<file path="src/rtl/pc_fetch_unit_pkg.sv">
// Shared definitions for the fetch unit: FSM states, branch opcodes and the
// branch-taken rule, also used by the control decoder.
package pc_fetch_unit_pkg;

  typedef enum logic [1:0] {
    IDLE  = 2'd0,
    FETCH = 2'd1,
    ISSUE = 2'd2
  } state_e;

  localparam logic [5:0] OP_BEQ = 6'b000100;
  localparam logic [5:0] OP_BNE = 6'b000101;

  function automatic logic branch_taken(input logic [5:0] op, input logic alu_zero);
    return ((op == OP_BEQ) && alu_zero) || ((op == OP_BNE) && !alu_zero);
  endfunction

endpackage

</file>
<file path="src/rtl/pc_fetch_unit_next_pc_calc.sv">
// Next-PC selection: jump target, taken branch target or fall-through.
module next_pc_calc
  import pc_fetch_unit_pkg::*;
(
  input  logic [31:0] pc_plus4,
  input  logic [31:0] instr,
  input  logic        jump,
  input  logic        branch,
  input  logic        alu_zero,
  output logic [31:0] next_pc
);

  logic signed [31:0] br_off;
  logic        [31:0] jump_tgt;

  assign br_off   = {{14{instr[15]}}, instr[15:0], 2'b00};
  assign jump_tgt = {pc_plus4[31:28], instr[25:0], 2'b00};

  // jump is tested first so a don't-care branch from jal cannot leak through
  always_comb begin
    next_pc = pc_plus4;
    if (jump) begin
      next_pc = jump_tgt;
    end else if (branch && branch_taken(instr[31:26], alu_zero)) begin
      next_pc = pc_plus4 + $unsigned(br_off);
    end
  end

endmodule

</file>
<file path="src/rtl/pc_fetch_unit.sv">
// Instruction fetch unit: fetches the word at PC, holds it for decode/execute,
// then advances PC to the jump/branch/sequential successor.
module pc_fetch_unit
  import pc_fetch_unit_pkg::*;
#(
  parameter logic [31:0] RESET_PC = 32'h0000_0000
) (
  input  logic        clk,
  input  logic        reset_n,
  output logic        imem_req,
  output logic [31:0] imem_addr,
  input  logic        imem_ack,
  input  logic [31:0] imem_rdata,
  output logic [31:0] instr,
  output logic [5:0]  op,
  output logic        instr_valid,
  output logic [31:0] pc_plus4,
  input  logic        exec_done,
  input  logic        jump,
  input  logic        branch,
  input  logic        alu_zero
);

  localparam logic [31:0] RESET_PC_ALIGNED = {RESET_PC[31:2], 2'b00};

  state_e      state_q, state_d;
  logic [31:0] pc_q, pc_d;
  logic [31:0] instr_q, instr_d;
  logic        valid_q, valid_d;
  logic [31:0] next_pc;

  assign pc_plus4 = pc_q + 32'd4;

  next_pc_calc u_next_pc_calc (
    .pc_plus4 (pc_plus4),
    .instr    (instr_q),
    .jump     (jump),
    .branch   (branch),
    .alu_zero (alu_zero),
    .next_pc  (next_pc)
  );

  always_ff @(posedge clk) begin
    if (!reset_n) begin
      state_q <= IDLE;
      pc_q    <= RESET_PC_ALIGNED;
      instr_q <= 32'd0;
      valid_q <= 1'b0;
    end else begin
      state_q <= state_d;
      pc_q    <= pc_d;
      instr_q <= instr_d;
      valid_q <= valid_d;
    end
  end

  // ack is only honoured in FETCH and exec_done only in ISSUE
  always_comb begin
    state_d = state_q;
    pc_d    = pc_q;
    instr_d = instr_q;
    valid_d = valid_q;
    unique case (state_q)
      IDLE: state_d = FETCH;
      FETCH: begin
        if (imem_ack) begin
          instr_d = imem_rdata;
          valid_d = 1'b1;
          state_d = ISSUE;
        end
      end
      ISSUE: begin
        if (exec_done) begin
          pc_d    = next_pc;
          valid_d = 1'b0;
          state_d = FETCH;
        end
      end
      default: state_d = IDLE;
    endcase
  end

  always_comb begin
    imem_req    = (state_q == FETCH);
    imem_addr   = pc_q;
    instr       = instr_q;
    op          = instr_q[31:26];
    instr_valid = valid_q;
  end

endmodule

</file>
<file path="config.mk">
export PLATFORM = sky130hd
export DESIGN_NAME = pc_fetch_unit
export DESIGN_NICKNAME = d
export VERILOG_FILES = /design/src/rtl/pc_fetch_unit_pkg.sv /design/src/rtl/pc_fetch_unit_next_pc_calc.sv /design/src/rtl/pc_fetch_unit.sv
export SDC_FILE = /design/constraint.sdc
export NUM_CORES = 1
export LEC_CHECK = 0
export BUFFER_PORTS_ARGS = -buffer_cell sky130_fd_sc_hd__clkbuf_2
export CAP_MARGIN = 10
export CORE_ASPECT_RATIO = 1.5
export CORE_MARGIN = 2
export CORE_UTILIZATION = 58
export CTS_CLUSTER_DIAMETER = 30
export DETAILED_ROUTE_END_ITERATION = 6
export PLACE_DENSITY = 0.91
export SLEW_MARGIN = 20
export SYNTH_ARGS = -nofsm -noshare
export SYNTH_HDL_FRONTEND = slang
export SYNTH_SLANG_ARGS = --single-unit
</file>
<file path="constraint.sdc">
create_clock -name clk -period 6.4 [get_ports clk]
set_input_delay 1.28 -clock clk [delete_from_list [all_inputs] [get_ports clk]]
set_output_delay 1.28 -clock clk [all_outputs]
set_load 0.02 [all_outputs]
</file>
==> impl_metrics.ini, run 1 <==
[synth]
ys_seq_area_frac = 0.253
mappedNetlistArea_sq_um = 5140
synth_warnings = 0
synth_area_per_cell_sq_um = 7.47
netlist_top_cells_area = dfxtp_1 25%, nand2_1 9.9%, ha_1 8.8%
synth_cell_type_count = 68
synth_edf_count = 0
yosysMostFrequentCell = nand2_1
yosysTopAreaCell = dfxtp_1
synth-seq-cells = 65
synth_top_area_share = 0.253
ys.flop_type = dfxtp_1
synth_common_cells = 136 x nand2_1, 65 x dfxtp_1, 38 x a21boi_0, 36 x ha_1, 36 x nor2_1
syn_inst = 689
synthArstFlopShare = 0

[setup_path]
critPathLaunch = imem_addr[2]$_SDFFE_PN0P_
critPathKind = register to output pin
r2r_start = imem_addr[2]$_SDFFE_PN0P_
r2r-end = imem_addr[31]$_SDFFE_PN0P_
start_kind = register
end_kind = output pin
r2r_slack_ps = 2170
rr_worst_depth = 15
critPathRequiredTime_ps = 5120
worstPathArrival_ps = 2960
crit_fanout = 8

[status]
status = finished clean

[floorplan]
pin_count = 143
core_area_sq_um = 8720
rows = 42
initial_core_util = 0.590
die_h_microns = 119
dieArea_sq_um = 9660
die_w_microns = 80.9

[global_routing]
antenna_found_initial = 0
grt_pass1_vias = 5435
grt_max_degree = 64
grt_pass1_wl_microns = 26000
grt_usage = 0.337
grt_overflow_total = 0

[cells_and_area]
area_growth_syn_to_layout_pct = 18.7
drive_above_1_share = 0.212
num-nets-final = 873
utilization = 0.700
stdcell_area_sq_um = 6100
final_cells = 912
n_antenna_cell = 0

[placement]
place_inst = 896
dp_hpwl_microns = 11900
gp_routability_congestion = 0.945
placed_area_sq_um = 5800
io_buffers = 138

[sta]
setup_viol = 0
max_freq_mhz = 236
rsz0062_at_grt = false
fin_setup_tns_ps = 0
slew_violations = 0
relSlewSlack = 0.344
finalHoldViolCount = 0
layout_min_cycle_time_ps = 4240
finalCritPeriodShare = 0.662
worst_slew_pin_slew_ps = 982
skew_ps = 7.70

[clock_network]
cts_hold_buf = 0
cts_buffers = 9
cts_sinks = 65
root_buffer = clkbuf_16
path_clk_slew_ps = 60
cts_max_level = 3
cts-resized-gates = 0
post-cts-setup-buffer-count = 0
clock_latency_ps = 330
cts_tree = done
clockBufferDepth = 2

[route]
drt_wl_total_microns = 16200
drc = 0
dr_wl_met3_microns = 1150
avgRoutedWirePerCell_microns = 17.8
drtAntennaViolNets = 0
highest_layer = met4
drtIter0Drc = 473
wl_met1_microns = 6380
firstDrtPassIters = 5
met2_length_microns = 7980
num_vias = 5734
via_per_inst = 6.29

[power]
p_leak_nw = 2.82
ir_worst_vdd_v = 0.000176
cellPowerDensity_nw_per_um2 = 179

[flow_run]
drv_cap = 0

[worst_hold_path]
hold_path.class = register to register
worstHoldStart = instr[6]$_SDFFE_PN0P_
hold_depth = 2
holdPathEnd = instr[6]$_SDFFE_PN0P_
==> worst max-delay path, stage by stage, from the launching register on <==
cell and delay [ps]:
dfxtp_1 480, ha_1 320, and4_1 300, nand2_1 90, nor3_1 360, and2_1 310, nand3_1 120, xnor2_1 390
clkbuf_2 250
==> through the flow <==
| stage | power, W | setup slack [ps] | hold WS [ps] |
|---|---|---|---|
| 3_3_place_gp | 0.000589 | 2410 | 471 |
| 5_1_grt | 0.00113 | 1820 | 527 |
| 3_5_place_dp | 0.000594 | 2280 | 493 |
| 2_1_floorplan | 0.000546 | 2380 | 505 |
| 4_1_cts | 0.00109 | 2210 | 501 |
| 6_report | 0.00109 | 2160 | 500 |
==> worst max path at each step <==
stage | to | slack (ps) | cells past startpoint
finish | pc_plus4[26] | 2160 | 8
global placement | imem_addr[31]$_SDFFE_PN0P_ | 2410 | 16
detailed placement | imem_addr[31]$_SDFFE_PN0P_ | 2280 | 16
global route | imem_addr[31]$_SDFFE_PN0P_ | 1820 | 16
CTS | imem_addr[31]$_SDFFE_PN0P_ | 2210 | 16
floorplan | imem_addr[31]$_SDFFE_PN0P_ | 2380 | 17
==> sequential cells by signal, summed over array words and instances (netlist names) <==
register and count:
instr 32, imem_addr 30, state_q 2, instr_valid 1
==> placed cells by master, fill, tap and decap left out, types with 11 or more instances in the layout <==
master / Yosys / final
and3_1: 15 / 15
a21oi_1: 35 / 35
ha_1: 36 / 36
o211ai_1: 20 / 20
xnor2_1: 31 / 31
a21boi_0: 38 / 38
o21ai_1: 15 / 15
o21ai_0: 33 / 33
clkbuf_2: 0 / 138
xor2_1: 16 / 16
nand3_1: 34 / 34
nand2_1: 136 / 136
dfxtp_1: 65 / 65
nor2_1: 36 / 35
a21o_1: 11 / 11
==> layout make-up <==
cell class                 count  area (sq um)
multi-input combinational    569          3600
fill                         763          2620
sequential                    65          1300
timing repair buffer         143           728
clock buffer                  12           256
tap                          110           138
clock inverter                 4          51.3
inverter                       9          33.8
==> kinds of logic (layout without fill, tap and decap cells) <==
| logic type | count (synthesis) | after routing | synth area share |
|---|---|---|---|
| buf+inv | 58 | 168 | 0.0508 |
| other cells | 1 | 4 | 0.000729 |
| compound gates | 205 | 205 | 0.267 |
| simple gates | 273 | 273 | 0.251 |
| flops | 65 | 65 | 0.253 |
| mux | 3 | 3 | 0.00584 |
| xor+xnor | 47 | 47 | 0.0800 |
| fa+ha+maj | 37 | 37 | 0.0914 |
==> where the power goes <==
group	total (W)	leakage [nW]	internal (W)	switching (W)
Clock	0.000505	0.149	0.000323	0.000182
Combinational	0.000152	2.14	0.0000539	0.0000986
Sequential	0.000437	0.528	0.000418	0.0000187
==> routing by layer <==
layer,track usage,vias to the layer above
met5,0,-
met4,0.164,0
met3,0.0530,75
met2,0.568,304
met1,0.408,2692
li1,-,2663
No activity file was read; power rests on OpenSTA's default activity.
==> inputs of run 2 (changes only) <==
- ABC_AREA: default -> 1
- CORE_UTILIZATION: 58 -> 50
- PLACE_DENSITY: 0.91 -> 0.82
- clock period: 6.4 -> 3.6 ns (I/O delays scaled with it)
==> impl_metrics.ini, run 2 <==
[placement]
io_buffers = 138
placed_area_sq_um = 6640
dp_hpwl_microns = 15800
gp_routability_congestion = 0.986
place_ws_ps = 162

[sta]
worst_slew_pin_slew_ps = 940
layout_min_cycle_time_ps = 3400
relSlewSlack = 0.372
rsz0062_at_grt = true
final.hold.worst_slack_ps = 476
max_freq_mhz = 294
fin_setup_tns_ps = 0
finalCritPeriodShare = 0.944
finalHoldViolCount = 0
skew_ps = 8.09
setup_viol = 0
finalWorstSetupSlack_ps = 201
slew_violations = 0

[global_routing]
grt_pass1_vias = 6312
grt_pass1_wl_microns = 31100
grt_max_degree = 42
grt_overflow_total = 0
antenna_found_initial = 0
grt_usage = 0.316

[setup_path]
rr_worst_depth = 19
critPathKind = register to register
r2r_start = imem_addr[7]$_SDFFE_PN0P_
end_kind = register
start_kind = register
r2r_slack_ps = 200
crit_fanout = 5
critPathRequiredTime_ps = 3860
r2r-end = imem_addr[18]$_SDFFE_PN0P_
endpoint = imem_addr[18]$_SDFFE_PN0P_
worstPathArrival_ps = 3660
critPathLaunch = imem_addr[7]$_SDFFE_PN0P_

[floorplan]
initial_core_util = 0.511
pin_count = 143
dieArea_sq_um = 12600
rows = 48
die_h_microns = 137
core_area_sq_um = 11500
die_w_microns = 92.4

[flow_run]
drv_cap = 0

[cells_and_area]
num-nets-final = 1184
stdcell_area_sq_um = 6970
largest_register_ffs = 32
drive_above_1_share = 0.188
final_common_cell = nand2_1
area_growth_syn_to_layout_pct = 18.9
n_antenna_cell = 0
fillerInstances = 1130
most-common-layout-cells = 307 x nand2_1, 139 x inv_1, 138 x clkbuf_2

[clock_network]
cts_sinks = 65
cts_hold_buf = 0
clock_latency_ps = 340
clockBufferDepth = 2
cts_tree = done
cts-resized-gates = 0
path_clk_slew_ps = 60
post-cts-setup-buffer-count = 0
cts_max_level = 3
root_buffer = clkbuf_16
cts_buffers = 9

[synth]
synthArstFlopShare = 0
synth_common_cells = 307 x nand2_1, 139 x inv_1, 109 x a21oi_1, 66 x nor2_1, 65 x dfxtp_1
ys_seq_area_frac = 0.222
synth_top_area_share = 0.222
syn_inst = 983
mappedNetlistArea_sq_um = 5860
synth_area_per_cell_sq_um = 5.96
ys.flop_type = dfxtp_1
synth-seq-cells = 65
synth_edf_count = 0
synth_warnings = 0
synth_cell_type_count = 46
yosysMostFrequentCell = nand2_1
yosysTopAreaCell = dfxtp_1
netlist_top_cells_area = dfxtp_1 22%, nand2_1 20%, a21oi_1 9.3%

[route]
avgRoutedWirePerCell_microns = 15.7
num_vias = 6846
drt_wl_total_microns = 19800
firstDrtPassIters = 5
drtIter0Drc = 660
drtAntennaViolNets = 0
via_per_inst = 5.42
drc = 0

[power]
p_leak_nw = 3.60
ir_worst_vdd_v = 0.000338
cellPowerDensity_nw_per_um2 = 294

[status]
status = finished clean

[worst_hold_path]
hold_path.class = register to register
## run 2: changes by cell type after synthesis, moves of 13 or more
| cell | previous run | this run |
|---|---|---|
| xnor2_1 | 31 | 5 |
| and3_1 | 15 | 1 |
| nor2_1 | 36 | 66 |
| nand2_1 | 136 | 307 |
| a21oi_1 | 35 | 109 |
| clkbuf_1 | 35 | 22 |
| inv_1 | 9 | 139 |
| nand3_1 | 34 | 61 |
| o211ai_1 | 20 | 5 |
| a21boi_0 | 38 | 0 |
## run 2: critical path: stages (launching register included)
cell and delay [ps]:
dfxtp_1 450, nand2_1 110, nor2_1 130, nand2_1 150
nor2_4 190, inv_2 70, nor2_1 110, xor2_1 210
inv_1 100, ha_1 380, nand2_1 120, nor2_1 240
inv_1 130, nor3_1 220, nand2_1 130, nand3b_1 110
nand3_1 130, nand2_1 150, nand2_1 70, a21oi_1 110
## run 2: kinds of logic after synthesis
group / synth area share
flops: 0.222
buf+inv: 0.123
simple gates: 0.371
compound gates: 0.162
xor+xnor: 0.0414
fa+ha+maj: 0.0803
other cells: 0.000640
## run 2: how the worst min path moves through the flow
| stage | slack, ps | endpoint | cells past startpoint | from |
|---|---|---|---|---|
| floorplan | 500 | state_q[0]$_SDFFE_PN0P_ | 3 | state_q[0]$_SDFFE_PN0P_ |
| global placement | 470 | instr_valid$_SDFFE_PN0P_ | 2 | instr_valid$_SDFFE_PN0P_ |
| detailed placement | 470 | instr_valid$_SDFFE_PN0P_ | 2 | instr_valid$_SDFFE_PN0P_ |
| CTS | 470 | instr_valid$_SDFFE_PN0P_ | 2 | instr_valid$_SDFFE_PN0P_ |
| global route | 510 | instr_valid$_SDFFE_PN0P_ | 2 | instr_valid$_SDFFE_PN0P_ |
| finish | 480 | instr_valid$_SDFFE_PN0P_ | 2 | instr_valid$_SDFFE_PN0P_ |
## run 2: routing by layer
metal  vias up  wire length [microns]  GRT usage
met5         -                      0          0
met4         0                   1180      0.188
met3        75                   1400     0.0529
met2       341                   9630      0.548
met1      3043                   7560      0.361
li1       3387                      -          -
## run 2: area by class of cell
class,count,area (sq um),share of cell area
Clock buffer,12,246,0.0354
Clock inverter,3,65.1,0.00934
Inverter,143,537,0.0770
Multi-Input combinational cell,741,3860,0.554
Sequential cell,65,1300,0.187
Tap cell,150,188,0.0269
Timing Repair Buffer,148,766,0.110
## run 2: per-stage QoR
| step | cells | utilization | total power (W) |
|---|---|---|---|
| 3_3_place_gp | 1247 | 0.579 | 0.00112 |
| 5_1_grt | 1262 | 0.607 | 0.00212 |
| 3_5_place_dp | 1247 | 0.579 | 0.00112 |
| 2_1_floorplan | 986 | - | 0.00101 |
| 6_report | 1262 | 0.607 | 0.00205 |
| 4_1_cts | 1262 | 0.606 | 0.00205 |
## run 2: power by group
group | total, W | switching (W) | internal (W) | leakage, nW
combinational | 0.000325 | 0.000217 | 0.000108 | 2.92
sequential | 0.000787 | 0.0000371 | 0.000750 | 0.529
clock | 0.000935 | 0.000315 | 0.000620 | 0.153
total | 0.00205 | 0.000569 | 0.00148 | 3.60
